<file path="config.mk">
export PLATFORM = sky130hd
export DESIGN_NAME = tt_sweep_ctrl_flat
export DESIGN_NICKNAME = d
export VERILOG_FILES = /design/src/rtl/tt_sweep_ctrl_if.sv /design/src/rtl/tt_sweep_ctrl.sv /design/src/flat_wrapper.sv
export SDC_FILE = /design/constraint.sdc
export NUM_CORES = 1
export LEC_CHECK = 0
export CORE_MARGIN = 2
export CORE_UTILIZATION = 55
export CTS_CLUSTER_DIAMETER = 100
export DETAILED_ROUTE_END_ITERATION = 16
export PLACE_DENSITY = 0.84
export SLEW_MARGIN = 10
export SYNTH_ARGS = -nofsm -noshare
export SYNTH_HDL_FRONTEND = slang
export SYNTH_SLANG_ARGS = --single-unit
</file>
<file path="constraint.sdc">
create_clock -name clk -period 3.9 [get_ports clk]
set_clock_uncertainty 0.05 [all_clocks]
set_input_delay 0.585 -clock clk [delete_from_list [all_inputs] [get_ports clk]]
set_output_delay 0.585 -clock clk [all_outputs]
set_load 0.01 [all_outputs]
</file>
<file path="src/rtl/tt_sweep_ctrl_if.sv">
// Bus between the sweep controller and its environment: control, the
// 3-in/2-out block-under-test drive/response pair, and the result outputs.
interface tt_sweep_ctrl_if;
  logic        start;
  logic        abort;
  logic [15:0] expected;
  logic [2:0]  dut_in;
  logic [1:0]  dut_out;
  logic        busy;
  logic        done;
  logic        pass;
  logic [7:0]  mismatch_mask;
  logic [15:0] captured;

  modport master (
    input  start, abort, expected, dut_out,
    output dut_in, busy, done, pass, mismatch_mask, captured
  );

  modport slave (
    output start, abort, expected, dut_out,
    input  dut_in, busy, done, pass, mismatch_mask, captured
  );
endinterface

</file>
<file path="src/rtl/tt_sweep_ctrl.sv">
// Truth-table sweeper: drives all 8 input combinations of a 3-in/2-out block,
// lets each settle, samples the response and compares it to a latched table.
module tt_sweep_ctrl #(
  parameter int SETTLE = 2
) (
  input logic            clk,
  input logic            rst_n,
  tt_sweep_ctrl_if.master bus
);

  typedef enum logic [1:0] {
    ST_IDLE,
    ST_SETTLE,
    ST_SAMPLE,
    ST_DONE
  } state_t;

  localparam logic [7:0] SETTLE_LOAD = 8'(SETTLE - 1);

  state_t      state, state_nxt;
  logic [2:0]  row, row_nxt;
  logic [7:0]  cnt, cnt_nxt;
  logic [15:0] exp_q, exp_nxt;
  logic [15:0] cap, cap_nxt;
  logic [7:0]  mask, mask_nxt;
  logic        pass_q, pass_nxt;
  logic [2:0]  din, din_nxt;
  logic [3:0]  bit_idx;

  assign bit_idx = {row, 1'b0};

  always_ff @(posedge clk or negedge rst_n) begin
    if (!rst_n) begin
      state  <= ST_IDLE;
      row    <= 3'd0;
      cnt    <= 8'd0;
      exp_q  <= 16'h0000;
      cap    <= 16'h0000;
      mask   <= 8'h00;
      pass_q <= 1'b0;
      din    <= 3'd0;
    end else begin
      state  <= state_nxt;
      row    <= row_nxt;
      cnt    <= cnt_nxt;
      exp_q  <= exp_nxt;
      cap    <= cap_nxt;
      mask   <= mask_nxt;
      pass_q <= pass_nxt;
      din    <= din_nxt;
    end
  end

  always_comb begin
    state_nxt = state;
    row_nxt   = row;
    cnt_nxt   = cnt;
    exp_nxt   = exp_q;
    cap_nxt   = cap;
    mask_nxt  = mask;
    pass_nxt  = pass_q;
    din_nxt   = din;

    case (state)
      ST_IDLE: begin
        if (bus.start && !bus.abort) begin
          exp_nxt   = bus.expected;
          cap_nxt   = 16'h0000;
          mask_nxt  = 8'h00;
          pass_nxt  = 1'b0;
          row_nxt   = 3'd0;
          din_nxt   = 3'd0;
          cnt_nxt   = SETTLE_LOAD;
          state_nxt = ST_SETTLE;
        end
      end

      ST_SETTLE: begin
        if (bus.abort) begin
          din_nxt   = 3'd0;
          state_nxt = ST_IDLE;
        end else if (cnt == 8'd0) begin
          state_nxt = ST_SAMPLE;
        end else begin
          cnt_nxt = cnt - 8'd1;
        end
      end

      ST_SAMPLE: begin
        if (bus.abort) begin
          din_nxt   = 3'd0;
          state_nxt = ST_IDLE;
        end else begin
          cap_nxt[bit_idx +: 2] = bus.dut_out;
          if (bus.dut_out != exp_q[bit_idx +: 2]) begin
            mask_nxt[row] = 1'b1;
          end
          // pass is settled on entry to DONE so it is valid alongside done
          if (row == 3'd7) begin
            pass_nxt  = (mask_nxt == 8'h00);
            state_nxt = ST_DONE;
          end else begin
            row_nxt   = row + 3'd1;
            din_nxt   = row + 3'd1;
            cnt_nxt   = SETTLE_LOAD;
            state_nxt = ST_SETTLE;
          end
        end
      end

      ST_DONE: begin
        din_nxt   = 3'd0;
        state_nxt = ST_IDLE;
      end

      default: begin
        state_nxt = ST_IDLE;
      end
    endcase
  end

  assign bus.dut_in        = din;
  assign bus.busy          = (state != ST_IDLE);
  assign bus.done          = (state == ST_DONE);
  assign bus.pass          = pass_q;
  assign bus.mismatch_mask = mask;
  assign bus.captured      = cap;

endmodule

</file>
<file path="src/flat_wrapper.sv">
// flat-port wrapper written by rule: the top's interface ports become plain ports
module tt_sweep_ctrl_flat 
#(
  parameter int SETTLE = 2
)
  (clk, rst_n, bus_start, bus_abort, bus_expected, bus_dut_out, bus_dut_in, bus_busy, bus_done, bus_pass, bus_mismatch_mask, bus_captured);
  tt_sweep_ctrl_if bus_i ();
  input logic clk;
  input logic rst_n;
  input wire logic [$bits(bus_i.start)-1:0] bus_start;
  input wire logic [$bits(bus_i.abort)-1:0] bus_abort;
  input wire logic [$bits(bus_i.expected)-1:0] bus_expected;
  input wire logic [$bits(bus_i.dut_out)-1:0] bus_dut_out;
  output wire logic [$bits(bus_i.dut_in)-1:0] bus_dut_in;
  output wire logic [$bits(bus_i.busy)-1:0] bus_busy;
  output wire logic [$bits(bus_i.done)-1:0] bus_done;
  output wire logic [$bits(bus_i.pass)-1:0] bus_pass;
  output wire logic [$bits(bus_i.mismatch_mask)-1:0] bus_mismatch_mask;
  output wire logic [$bits(bus_i.captured)-1:0] bus_captured;
  assign bus_i.start = bus_start;
  assign bus_i.abort = bus_abort;
  assign bus_i.expected = bus_expected;
  assign bus_i.dut_out = bus_dut_out;
  assign bus_dut_in = bus_i.dut_in;
  assign bus_busy = bus_i.busy;
  assign bus_done = bus_i.done;
  assign bus_pass = bus_i.pass;
  assign bus_mismatch_mask = bus_i.mismatch_mask;
  assign bus_captured = bus_i.captured;
  tt_sweep_ctrl #(.SETTLE(SETTLE)) u_core (.clk(clk), .rst_n(rst_n), .bus(bus_i));
endmodule
</file>
After elaboration in Yosys (flattened, before gate mapping)
Index checks and enable logic that the tools add are counted.
{"block": "op_classes", "muxes": 35, "magnitude_cmp": 2, "bitwise": 1, "reduce_logical": 16, "eq_ne": 14, "add_sub_neg": 3, "shifts": 3}
{"operator": "2-to-1 mux 8 bit", "count": 10}
{"operator": "2-to-1 mux 16 bit", "count": 2}
{"operator": "case mux 16 bit (2 select lines)", "count": 1}
{"operator": "case mux 8 bit (3 select lines)", "count": 1}
{"operator": "bitwise mux 16 bit", "count": 1}
{"operator": "logical NOT 8 bit", "count": 2}
{"operator": "case mux 8 bit (2 select lines)", "count": 1}
{"operator": "variable shift 2 x 6 -> 16 bit (first input constant)", "count": 1}
{"operator": "variable part select 16 x 5 -> 2 bit", "count": 1}
{"operator": "variable part select 2 x 6 -> 16 bit", "count": 1}
{"operator": "2-to-1 mux 3 bit", "count": 5}
{"operator": "case mux 3 bit (4 select lines)", "count": 1}
{"operator": "2-to-1 mux 2 bit", "count": 5}
{"operator": "inequality test 2 bit (second input constant)", "count": 5}
{"operator": "bitwise OR 8 bit", "count": 1}
{"operator": "case mux 2 bit (4 select lines)", "count": 1}
{"operator": "AND reduction 4 bit", "count": 2}
{"operator": "subtractor 8 x 1 -> 8 bit (second input constant)", "count": 1}
{"operator": "negator 4 -> 6 bit", "count": 1}
{"operator": "case mux 3 bit (2 select lines)", "count": 1}
{"operator": "AND reduction 3 bit", "count": 2}
{"operator": "AND reduction 6 bit", "count": 1}
{"operator": "equality test 2 bit (second input constant)", "count": 2}
{"operator": "< comparator 3 x 4 -> 1 bit (second input constant)", "count": 1}
{"operator": "other kinds (17)", "count": 24}
{"block": "word_totals", "input_bits": 22, "regBits": 57, "out_inout_bits": 30, "wordCells": 82}

Depth between registers and ports, before layout
Gate-level depths: netlist of the first run.
{"block": "logic_depth", "ltp_word": 12, "mapped_depth": 10, "ltp_nobuf": 8}

Worst setup path after synthesis of the first run
OpenSTA, ideal clock, no wires.
{"block": "synth_path", "path_kind": "register to register", "from": "register u_core.row[1]", "to": "register u_core.cap[0] (netlist: u_core.bus.captured[0])", "t_required_ns": 3.723, "arrival_time_ns": 1.890, "period_less_slack_ns": 2.067, "path_stages_with_launch": 9, "slack_ns": 1.833, "path_buffers": 2, "cell_sequence": "dfrtp_1 clkbuf_1 inv_1 ha_1 ha_1 buf_2 nor4_1 and3_1 o21ai_0"}
{"block": "synth_between", "elab_chain_len": 5}
{"element": "start: declaration", "line_no": "tt_sweep_ctrl.sv:21", "source": "logic [2:0] row, row_nxt;"}
{"element": "start signal: assignment", "line_no": "tt_sweep_ctrl.sv:44", "source": "row <= row_nxt;"}
{"element": "negator 4 -> 6 bit *", "line_no": "tt_sweep_ctrl.sv:94", "source": "cap_nxt[bit_idx +: 2] = bus.dut_out;"}
{"element": "variable part select 2 x 6 -> 16 bit or variable shift 2 x 6 -> 16 bit (tied branches)", "line_no": "tt_sweep_ctrl.sv:94"}
{"element": "bitwise mux 16 bit *", "line_no": "tt_sweep_ctrl.sv:94"}
{"element": "2-to-1 mux 16 bit *", "line_no": "tt_sweep_ctrl.sv:90", "source": "if (bus.abort) begin"}
{"element": "case mux 16 bit (2 select lines) *", "line_no": "tt_sweep_ctrl.sv:64", "source": "case (state)"}
{"element": "end signal: assignment", "line_no": "tt_sweep_ctrl.sv:47", "source": "cap <= cap_nxt;"}
{"element": "end: declaration", "line_no": "tt_sweep_ctrl.sv:24", "source": "logic [15:0] cap, cap_nxt;"}
Mark *: on every way between the ends. The rest lies on a longest branch, timed or not. The select of a mux whose other input is x is not followed.
A chain may end at the register's enable or synchronous reset.

Worst setup path in the final report of the first run
{"block": "layout_path", "from": "register u_core.row[0]", "to": "register u_core.cap[0] (netlist: u_core.bus.captured[0])"}
Same word-level chain as after synthesis.

==> results of run 1 <==
[synth_stat cells, types with 2 or more instances]
master / n
o31ai_1: 6
mux4_2: 2
nand2_2: 2
inv_1: 4
or4_1: 2
ha_1: 9
clkbuf_1: 10
o211ai_1: 2
nand2_1: 83
nor2b_1: 3
nor3_1: 6
o21ai_1: 6
nand3_1: 15
o22ai_1: 2
nand2b_1: 2
xor2_1: 4
dfrtp_1: 57
buf_2: 2
nor2_1: 11
o21ai_0: 12
and2_1: 2
a21oi_1: 5
mux2i_1: 14
nand4b_1: 2
nor4_1: 4
nand4_1: 2
[final cells by class]
class,instances,share of cell area [%]
Tap cell,67,2.386
Timing Repair Buffer,56,15.46
Clock inverter,3,0.4274
Clock buffer,12,4.701
Inverter,5,0.5342
Multi-Input combinational cell,212,35.90
Sequential cell,57,40.60
[flip-flops by register name, summed over array words and instances (netlist names)]
name,flops
u_core.bus.mismatch_mask,8
u_core.bus.pass,1
u_core.state,2
u_core.bus.dut_in,3
u_core.exp_q,16
u_core.bus.captured,16
u_core.cnt,8
u_core.row,3
[stage by stage]
stage               setup slack [ns]  cell area, um^2  utilization (%)  hold slack (ns)  power [mW]
floorplan                      1.833             2771                -           0.2394       1.114
global placement               1.333             3333            69.65           0.4075       1.233
detailed placement             1.253             3333            69.65           0.4135       1.255
CTS                            1.405             3513            73.41           0.1595       1.755
global route                   1.152             3513            73.41           0.1903       1.850
finish                         1.381             3513            73.41           0.1513       1.745
[power breakdown]
part           internal (mW)  switching [mW]  leakage, nW
Sequential             0.705           0.102        0.764
Combinational          0.202           0.237        0.675
Clock                  0.275           0.224       0.0980
Total                   1.18           0.562         1.54
[routing by layer]
metal  vias to the layer above  wire length (um)
li1                       1101                 -
met1                      1082              2559
met2                        73              2837
met3                        15               363
met4                         0               126
met5                         -                 0
[kinds of logic (layout without fill, tap and decap cells)]
group,Yosys count,in the layout
fa+ha+maj,9,9
mux,16,16
flops,57,57
buf+inv,19,76
xor+xnor,6,6
simple gates,142,142
compound gates,39,39
[final timing paths]
kind                                   from                     end  slack [ns]  cells after the start
hold / removal                        rst_n  u_core.bus.captured[5]        0.15                      1
min in group clk           u_core.exp_q[12]        u_core.exp_q[12]        0.42                      2
setup / recovery              u_core.row[0]  u_core.bus.captured[0]        1.38                      7
setup reg to reg              u_core.row[0]  u_core.bus.captured[0]        1.38                      7
hold reg to reg            u_core.exp_q[12]        u_core.exp_q[12]        0.42                      2
max in group asynchronous             rst_n         u_core.exp_q[3]        2.82                      2
==> impl_metrics.env, run 1 <==
export IMPL_synth_compound_area_share_pct=9.120
export IMPL_slew_headroom_pct=50.62
export IMPL_globalRouteMet1Util_pct=31.07
export IMPL_antenna_cells=0
export IMPL_final_cells=412
export IMPL_grt_antenna_before_repair=0
export IMPL_crit_buf_inv=1
export IMPL_synthAdderAreaFrac_pct=4.063
export IMPL_clk_pin_slew_ns=0.06
export IMPL_clkLatencyLatePin_ns=0.34
export IMPL_finalCritPeriodShare_pct=64.59
export IMPL_final_nets=372
export IMPL_crit_path_top_delay_cell="dfrtp_1"
export IMPL_start_util_pct=57.91
export IMPL_multi_input_area_mm2=0.001261
export IMPL_powerDensity_mw_per_mm2=496.6
export IMPL_first_iter_violations=159
export IMPL_die_area_mm2=0.005623
export IMPL_ys_seq_area_share_pct=51.47
export IMPL_place_congestion=0.8861
export IMPL_dr_total_vias=2271
export IMPL_drc=0
export IMPL_worst_path_max_fanout=18
export IMPL_met3_usage_pct=6.292
export IMPL_drive_above_1_share_pct=8.986
export IMPL_row_count=25
export IMPL_fill_cells=346
export IMPL_busiest_layer="met2"
export IMPL_fmax_ghz=0.3970
export IMPL_final_common_cell="nand2_1"
export IMPL_critPathKind="reg -> reg"
export IMPL_syn_nets=319
export IMPL_power_leakage_nw=1.536
export IMPL_avgSynthCellArea_um2=9.623
export IMPL_worstHoldPathType="in -> async"
export IMPL_clockBufferDepth=2
export IMPL_synth_area_mm2=0.002771
export IMPL_finalSetupViolCount=0
export IMPL_period_needed_ns=2.519
export IMPL_synth_area_leaders="dfrtp_1, nand2_1, mux2i_1"
export IMPL_die_y_um=74.99
export IMPL_worst_endpoint_required_ns=4.10
export IMPL_slowest_delay_ns=0.82
export IMPL_synth_edff_count=0
export IMPL_tns_ns=0
export IMPL_synthSimpleGateAreaFrac_pct=23.43
export IMPL_grt_pass1_vias=2253
export IMPL_status="finished, final reports clean"
export IMPL_rsz0062_at_grt="no"
export IMPL_grt_pass1_wl_um=9942
export IMPL_wl_per_cell_um=14.29
export IMPL_use_met2_pct=37.43
export IMPL_finalHoldViolCount=0
export IMPL_mostFrequentLayoutCells="nand2_1, dfrtp_1, clkdlybuf4s50_1"
export IMPL_place_hpwl_um=4212
export IMPL_grt_max_degree=36
export IMPL_cp_top_family="flip-flops"
export IMPL_synth_top_area_share_pct=51.47
export IMPL_cts_made_buffers=9
export IMPL_cts_max_level=3
export IMPL_io_pins=52
export IMPL_ant_nets=0
export IMPL_register_area_mm2=0.001426
export IMPL_postCtsSetupRepairBufs=0
export IMPL_synth_top_area_cell="dfrtp_1"
export IMPL_synthToLayoutAreaGrowth_pct=26.77
export IMPL_crit_arrival_ns=2.72
export IMPL_path_cells="inv_1 -> ha_1 -> ha_1 -> nor4_1 -> and3_1 -> nand2_1 -> o21ai_0"
export IMPL_port_buffers=51
export IMPL_syn_inst=288
export IMPL_critical_path_startpoint_type="flop"
export IMPL_worst_setup_path_end_kind="flop"
export IMPL_cp_common_cell="ha_1"
export IMPL_ctsResizeCount=0
export IMPL_core_mm2=0.004786
export IMPL_slew_violations=0
export IMPL_clock_root_buffer="clkbuf_8"
export IMPL_die_x_um=74.99
export IMPL_synth_top_family_by_area="simple AND/OR/NAND/NOR gates"
export IMPL_routed_wl_um=5886
export IMPL_cap_violations=0
export IMPL_numClockSinks=57
export IMPL_ir_drop_uv=336.7
export IMPL_synth_distinct_cells=45
export IMPL_gr_total_overflow=0
export IMPL_synthFlopType="dfrtp_1"
export IMPL_postCtsHoldBufs=0
export IMPL_cts_tree="built"
export IMPL_viasPerCell=5.512
export IMPL_yosys_register_bits=57
export IMPL_synth_xor_area_share_pct=2.167
export IMPL_grt_usage_pct=23.76
export IMPL_place_inst=397
export IMPL_dr_pass1_iters=4
export IMPL_tightest_slew_ns=0.7407
export IMPL_synth_warnings=0
export IMPL_synthArstFlopShare_pct=100.0
export IMPL_synthMuxAreaShare_pct=6.682
Power figures use the tool's default switching activity.
==> inputs of run 2 (changes only) <==
- CORE_UTILIZATION: 55 -> 52
- PLACE_DENSITY: 0.84 -> 0.8
- clock period: 3.9 -> 2.6 ns (I/O delays scaled with it)
==> run 2 against run 1 <==
First-iteration DRC count decreased by 8.8%. Worst setup slack lost 1.1 ns. Combinational power is 62% higher. Sequential power grew 49%. Clock power rose by 100%. Design area rose by 3.4%. Hold slack got worse by 0.13 ns. Routed wire length up 0.87%. Maximum frequency up 11%. Non-clock buffer count is 7 higher. Largest power group unchanged.
==> impl_metrics.env, run 2 (synthesis results as in run 1) <==
export IMPL_fill_cells=432
export IMPL_io_pins=52
export IMPL_period_needed_ns=2.271
export IMPL_postCtsHoldBufs=0
export IMPL_worstHoldPathType="in -> async"
export IMPL_place_congestion=0.8417
export IMPL_numClockSinks=57
export IMPL_antenna_cells=0
export IMPL_postCtsSetupRepairBufs=0
export IMPL_fin_total_pwr_mw=2.922
export IMPL_synthToLayoutAreaGrowth_pct=31.11
export IMPL_cts_max_level=3
export IMPL_finalCritPeriodShare_pct=87.34
export IMPL_viasPerCell=5.392
export IMPL_dr_pass1_iters=4
export IMPL_final_nets=379
export IMPL_first_iter_violations=145
export IMPL_cts_tree="built"
export IMPL_slew_headroom_pct=57.89
export IMPL_wl_per_cell_um=14.04
export IMPL_crit_arrival_ns=2.49
export IMPL_ant_nets=0
export IMPL_grt_usage_pct=21.65
export IMPL_critical_path_startpoint_type="flop"
export IMPL_grt_pass1_vias=2183
export IMPL_final_common_cell="nand2_1"
export IMPL_drive_above_1_share_pct=11.33
export IMPL_finalSetupViolCount=0
export IMPL_critPathKind="reg -> reg"
export IMPL_die_y_um=77.01
export IMPL_clockBufferDepth=2
export IMPL_worst_endpoint_required_ns=2.82
export IMPL_place_hpwl_um=4211
export IMPL_dr_total_vias=2281
export IMPL_die_area_mm2=0.005930
export IMPL_mostFrequentLayoutCells="nand2_1, dfrtp_1, clkdlybuf4s50_1"
export IMPL_worst_setup_path_end_kind="flop"
export IMPL_routed_wl_um=5937
export IMPL_gr_total_overflow=0
export IMPL_row_count=26
export IMPL_drc=0
export IMPL_grt_max_degree=42
export IMPL_status="finished, final reports clean"
export IMPL_tightest_slew_ns=0.6316
export IMPL_ir_drop_uv=532.5
export IMPL_start_util_pct=53.92
export IMPL_grt_antenna_before_repair=0
export IMPL_slew_violations=0
export IMPL_rsz0062_at_grt="no"
export IMPL_final_util_pct=70.69
export IMPL_clkLatencyLatePin_ns=0.34
export IMPL_finalHoldViolCount=0
export IMPL_cts_made_buffers=9
export IMPL_cap_violations=0
export IMPL_clk_pin_slew_ns=0.07
export IMPL_clock_root_buffer="clkbuf_8"
export IMPL_die_x_um=77.01
export IMPL_core_mm2=0.005140
export IMPL_fmax_ghz=0.4404
export IMPL_power_leakage_nw=1.598
export IMPL_worst_path_max_fanout=12
export IMPL_powerDensity_mw_per_mm2=804.1
export IMPL_grt_pass1_wl_um=10120
export IMPL_ctsResizeCount=0
export IMPL_tns_ns=0
export IMPL_port_buffers=51
-- run 2: area by class of cell --
type	count	area (um^2)	area share, %
Clock buffer	10	137.6	3.788
Sequential cell	57	1428	39.29
Timing Repair Buffer	63	595.6	16.39
Multi-Input combinational cell	212	1261	34.71
Clock inverter	6	105.1	2.893
Inverter	5	18.77	0.5165
Tap cell	70	87.58	2.410
-- run 2: path summary, 6_finish.rpt --
kind / start / to / slack, ns / cells after the start
min in group clk: u_core.exp_q[12] / u_core.exp_q[12] / 0.42 / 2
max in group asynchronous: rst_n / u_core.bus.captured[0] / 1.77 / 2
setup / recovery: u_core.row[0] / u_core.cnt[0] / 0.33 / 6
hold / removal: rst_n / u_core.bus.captured[5] / 0.02 / 1
setup reg to reg: u_core.row[0] / u_core.cnt[0] / 0.33 / 6
hold reg to reg: u_core.exp_q[12] / u_core.exp_q[12] / 0.42 / 2
-- run 2: critical path: stages, from the launching register on --
cell,delay [ns]
dfrtp_2,0.52
ha_1,0.28
ha_1,0.27
a2111oi_1,0.63
buf_4,0.27
nor3_1,0.06
a21oi_1,0.10
-- run 2: layer usage --
metal  share of wire (%)  wire length (um)  GRT usage (%)  up-vias
li1                    -                 -              -     1108
met5                   0                 0              0        -
met1                  46              2720          29.18     1090
met2                  47              2797          33.33       69
met4                 2.2               133          11.61        0
met3                 4.8               285          4.118       14
-- run 2: power by group --
group          internal [mW]  total (mW)  switching (mW)
Combinational          0.342       0.712           0.370
Sequential              1.06        1.20           0.146
Clock                  0.657        1.00           0.348
Total                   2.06        2.92           0.865
-- run 2: metrics by stage --
stage / worst slack (ns) / area (um^2) / instances / hold WS [ns]
finish: 0.3292 / 3633 / 423 / 0.01728
global route: 0.2100 / 3633 / 423 / 0.06853
CTS: 0.2125 / 3632 / 423 / 0.03089
detailed placement: 0.2591 / 3390 / 407 / 0.3922
global placement: 0.3229 / 3390 / 407 / 0.3805
floorplan: 0.5331 / 2771 / 288 / 0.04441
==> inputs of run 3 (changes only) <==
- CTS_BUF_LIST: unset -> sky130_fd_sc_hd__clkbuf_16
==> run 3 against run 2 <==
Clock power grew 30%. Global-route usage grew 0.52 points. Largest power group is now clock. Final cell count is the same. Maximum frequency grew 2.0%. Critical path depth grew 1. Register-to-register slack gained 0.04 ns. Die area is the same. Count of clock-buffer cells in the layout shrank 1. Sequential power is essentially flat. Via count grew 2.8%.
==> impl_metrics.env, run 3 (synthesis results as in run 1) <==
export IMPL_status="finished, final reports clean"
export IMPL_crit_path_top_delay_cell="dfrtp_2"
export IMPL_clock_power_share_pct=40.4
export IMPL_wl_per_cell_um=14.30
export IMPL_grt_max_degree=42
export IMPL_dr_total_vias=2345
export IMPL_port_buffers=51
export IMPL_final_nets=379
export IMPL_place_congestion=0.8417
export IMPL_crit_buf_inv=1
export IMPL_clkLatencyLatePin_ns=0.32
export IMPL_p_comb_share_pct=22.1
export IMPL_slew_violations=0
export IMPL_worstHoldPathType="in -> async"
export IMPL_clk_pin_slew_ns=0.05
export IMPL_die_area_mm2=0.005930
export IMPL_critical_path_startpoint_type="flop"
export IMPL_numClockSinks=57
export IMPL_clockBufferDepth=2
export IMPL_synthToLayoutAreaGrowth_pct=34.40
export IMPL_die_x_um=77.01
export IMPL_swShare_pct=27.88
export IMPL_finalSetupViolCount=0
export IMPL_gr_total_overflow=0
export IMPL_critPathKind="reg -> reg"
export IMPL_grt_usage_pct=22.17
export IMPL_place_area_mm2=0.003390
export IMPL_worst_path_max_fanout=12
export IMPL_rsz0062_at_grt="no"
export IMPL_drc=0
export IMPL_clock_root_buffer="clkbuf_16"
export IMPL_grt_antenna_before_repair=0
export IMPL_slew_headroom_pct=58.44
export IMPL_grt_pass1_wl_um=10340
export IMPL_slowest_delay_ns=0.54
export IMPL_path_cells="inv_1 -> ha_1 -> ha_1 -> nor4_1 -> and3_1 -> nand2_1 -> o21ai_0"
export IMPL_fin_area_mm2=0.003725
export IMPL_row_count=26
export IMPL_tightest_slew_ns=0.6234
export IMPL_drive_above_1_share_pct=11.05
export IMPL_fmax_ghz=0.4492
export IMPL_postCtsHoldBufs=0
export IMPL_power_leakage_nw=1.638
export IMPL_fin_total_pwr_mw=3.226
export IMPL_p_int_mw=2.327
export IMPL_start_util_pct=53.92
export IMPL_core_mm2=0.005140
export IMPL_reg2reg_depth=7
export IMPL_cap_violations=0
export IMPL_routed_wl_um=6050
export IMPL_cp_num_cells=7
export IMPL_mostFrequentLayoutCells="nand2_1, dfrtp_1, clkdlybuf4s50_1"
export IMPL_cts_made_buffers=9
export IMPL_crit_arrival_ns=2.41
export IMPL_antenna_cells=0
export IMPL_power_frac_seq_pct=37.5
export IMPL_final_common_cell="nand2_1"
export IMPL_grt_pass1_vias=2192
export IMPL_io_pins=52
export IMPL_worst_endpoint_required_ns=2.78
export IMPL_cts_max_level=3
export IMPL_cp_common_cell="ha_1"
export IMPL_place_hpwl_um=4211
export IMPL_worst_setup_path_end_kind="flop"
export IMPL_cp_top_family="adder cells"
export IMPL_ir_drop_uv=605.4
export IMPL_powerDensity_mw_per_mm2=866.2
export IMPL_cts_tree="built"
export IMPL_first_iter_violations=143
export IMPL_period_needed_ns=2.226
export IMPL_viasPerCell=5.544
export IMPL_finalCritPeriodShare_pct=85.63
export IMPL_tns_ns=0
export IMPL_ant_nets=0
export IMPL_power_switching_uw=899.6
export IMPL_finalHoldViolCount=0
export IMPL_fill_cells=412
export IMPL_dr_pass1_iters=4
export IMPL_die_y_um=77.01
==> run 3: cell type report <==
type	count	area, um^2	area share, %
clock buffer	9	225.2	6.046
clock inverter	7	108.9	2.922
inverter	5	18.77	0.5039
multi-input combinational	212	1261	33.86
sequential	57	1428	38.33
tap	70	87.58	2.351
timing repair buffer	63	595.6	15.99
==> run 3: power by group through the flow <==
stage | combinational, mW | clock (mW) | sequential, mW
after global routing | 0.797 | 1.36 | 1.24
after detailed placement | 0.710 | 0 | 1.22
after global placement | 0.692 | 0 | 1.21
final | 0.712 | 1.30 | 1.21
after CTS | 0.722 | 1.32 | 1.21
after floorplan | 0.498 | 0 | 1.17
==> run 3: metrics by stage <==
| stage | hold WS, ns | cells | utilization (%) | setup WS [ns] |
|---|---|---|---|---|
| detailed placement | 0.3922 | 407 | 65.94 | 0.2591 |
| global route | 0.09348 | 423 | 72.47 | 0.1853 |
| global placement | 0.3805 | 407 | 65.94 | 0.3229 |
| finish | 0.03136 | 423 | 72.47 | 0.3737 |
| CTS | 0.05213 | 423 | 72.44 | 0.2052 |
| floorplan | 0.04441 | 288 | - | 0.5331 |
==> run 3: timing repair <==
item | 4_1_cts | 5_1_grt
setup buffers | 0 | 0
setup endpoints to repair | 0 | 2
resized for setup | 0 | 1
==> run 3: per-layer routing <==
layer | vias to the layer above | global-route usage [%] | wire, um
met3 | 13 | 4.118 | 300
met5 | - | 0 | 0
li1 | 1110 | - | -
met2 | 81 | 35.61 | 2922
met1 | 1141 | 29.21 | 2711
met4 | 0 | 10.54 | 116
==> run 3: worst paths after layout <==
kind / start / end / slack [ns]
max: u_core.row[0] / u_core.bus.captured[0] / 0.37
max reg2reg: u_core.row[0] / u_core.bus.captured[0] / 0.37
max in group asynchronous: rst_n / u_core.exp_q[8] / 1.76
min: rst_n / u_core.bus.captured[15] / 0.03
min in group clk: u_core.exp_q[12] / u_core.exp_q[12] / 0.42
min reg2reg: u_core.exp_q[12] / u_core.exp_q[12] / 0.42
==> RTL edit: new RTL, settings of run 3 <==
The 4 states of `state_t` get a one-hot encoding in 4 bits.
--- a/src/rtl/tt_sweep_ctrl.sv
+++ b/src/rtl/tt_sweep_ctrl.sv
@@ -8,11 +8,11 @@
   tt_sweep_ctrl_if.master bus
 );
 
-  typedef enum logic [1:0] {
-    ST_IDLE,
-    ST_SETTLE,
-    ST_SAMPLE,
-    ST_DONE
+  typedef enum logic [3:0] {
+    ST_IDLE   = 4'b0001,
+    ST_SETTLE = 4'b0010,
+    ST_SAMPLE = 4'b0100,
+    ST_DONE   = 4'b1000
   } state_t;
 
   localparam logic [7:0] SETTLE_LOAD = 8'(SETTLE - 1);
Formal check against the unedited RTL: no difference found for any inputs over 10 cycles, from zero or initial values and one cycle with rst_n low; not proved beyond that.
==> RTL edit against run 3 <==
- design area grew 8.4%
- combinational power rose by 69%
- critical path depth is the same
- sequential cell count grew 2
- power rose by 15%
- die area is 13% higher
- area after synthesis grew 14%
- worst setup slack got worse by 170 ps
- wire length rose by 21%
- clock power down 6%
==> RTL edit: results (changes against run 3) <==
stage	metric	value	unit	change
finish	Final Non-Filler Cells	424		was 423
global_route	Total GRT Usage	23.7	%	was 22.2%
finish	fillcell total	415		was 412
logic_synthesis	post-synth cell types	61		was 45
power	Leak	1.68	nW	was 1.64 nW
drt	Starting DRT DRC Count	166		was 143
placed_design	Cells after DPL	409		was 407
critical_path	CP Max Fanout	11		was 12
logic_synthesis	Post-synth top cells	dfrtp_1 (58), nand2_1 (28), mux2i_1 (15)		was nand2_1 (83), dfrtp_1 (57), nand3_1 (15)
placed_design	placed cell area	3730	µm²	was 3390 µm²
finish	share of cells above drive strength 1	14.0	%	was 11.0%
drt	Final ANT Viol Nets	0		unchanged
global_route	vias in the first global route	2406		was 2192
logic_synthesis	sequential area share after synthesis	46.8	%	was 51.5%
drt	vias after detailed routing	2526		was 2345
outcome	status	finished, final reports clean		unchanged
placed_design	pre-CTS WS	199	ps	was 259 ps
global_route	pin count of the biggest net entering global routing	36		was 42
clock_tree	Clk Latency, worst-skew pair	330	ps	
logic_synthesis	Mapped Cells	291		was 288
placed_design	GP Congestion	0.901		was 0.842
timing	normalized max-slew margin	54.6	%	was 58.4%
logic_synthesis	syn nets	322		was 319
drt	WL per Instance	17.3	µm	was 14.3 µm
finish	Antenna diodes	0		unchanged
power	Max VDD drop	0.000582	V	was 0.000605 V
drt	Pre-Repair DR Iteration Count	5		was 4
logic_synthesis	largest cells by area after synthesis	dfrtp_1 (46%), mux2i_1 (4.8%), ha_1 (3.6%), mux2_1 (3.6%), nand2_1 (3.3%)		was dfrtp_1 (51%), nand2_1 (11%), mux2i_1 (5.1%), ha_1 (4.1%), nand3_1 (2.7%)
clock_tree	CTS buffer count	9		unchanged
placed_design	DP Wirelength	5130	µm	was 4210 µm
finish	nets@finish	376		was 379
global_route	first-pass GRT wire length	11800	µm	was 10300 µm
-- RTL edit: final timing paths --
check / startpoint / end / slack [ps] / depth (start not counted)
worst max register to register: u_core.row[1] / u_core.cnt[3] / 210 / 7
worst max-delay path: u_core.row[1] / u_core.cnt[3] / 210 / 7
min in group clk: u_core.bus.dut_in[1] / u_core.bus.dut_in[1] / 430 / 1
max in group asynchronous: rst_n / u_core.bus.dut_in[2] / 1860 / 2
worst min-delay path: rst_n / u_core.bus.mismatch_mask[5] / 50 / 1
worst min register to register: u_core.bus.dut_in[1] / u_core.bus.dut_in[1] / 430 / 1
-- RTL edit: critical path, stage by stage (launching register included) --
cell and delay (ps):
dfrtp_1 490, ha_1 300, ha_1 250, nor4b_2 230, o21a_2 220, a31oi_4 80, nor4_1 430, mux2i_1 250
-- RTL edit: area by class of cell --
cell class,count,area [µm²],share of cell area [%]
clock buffers,9,225,5.58
clock inverters,6,81.3,2.01
inverters,13,48.8,1.21
multi-input cells,202,1530,37.8
flip-flops and latches,59,1480,36.6
well taps,75,93.8,2.32
repair buffers,60,586,14.5
-- RTL edit: power by group --
group / total (mW) / switching [mW] / internal, mW
registers: 1.29 / 0.169 / 1.13
logic: 1.20 / 0.646 / 0.550
clock network: 1.22 / 0.397 / 0.824
-- RTL edit: logic make-up (layout without fill, tap and decap cells) --
group | after synthesis | after routing | synth area share [%]
simple gates | 96 | 96 | 17.2
compound gates | 61 | 61 | 14.6
flops | 59 | 59 | 46.8
mux | 33 | 33 | 11.9
buf+inv | 30 | 88 | 4.95
fa+ha+maj | 9 | 9 | 3.56
xor+xnor | 3 | 3 | 1.07
-- RTL edit: layer usage --
layer | wire length, µm | vias up | GRT usage (%)
met5 | 0 | - | 0
met4 | 216 | 0 | 12.2
met3 | 397 | 22 | 4.51
met2 | 3710 | 93 | 38.4
met1 | 3030 | 1233 | 30.1
li1 | - | 1178 | -
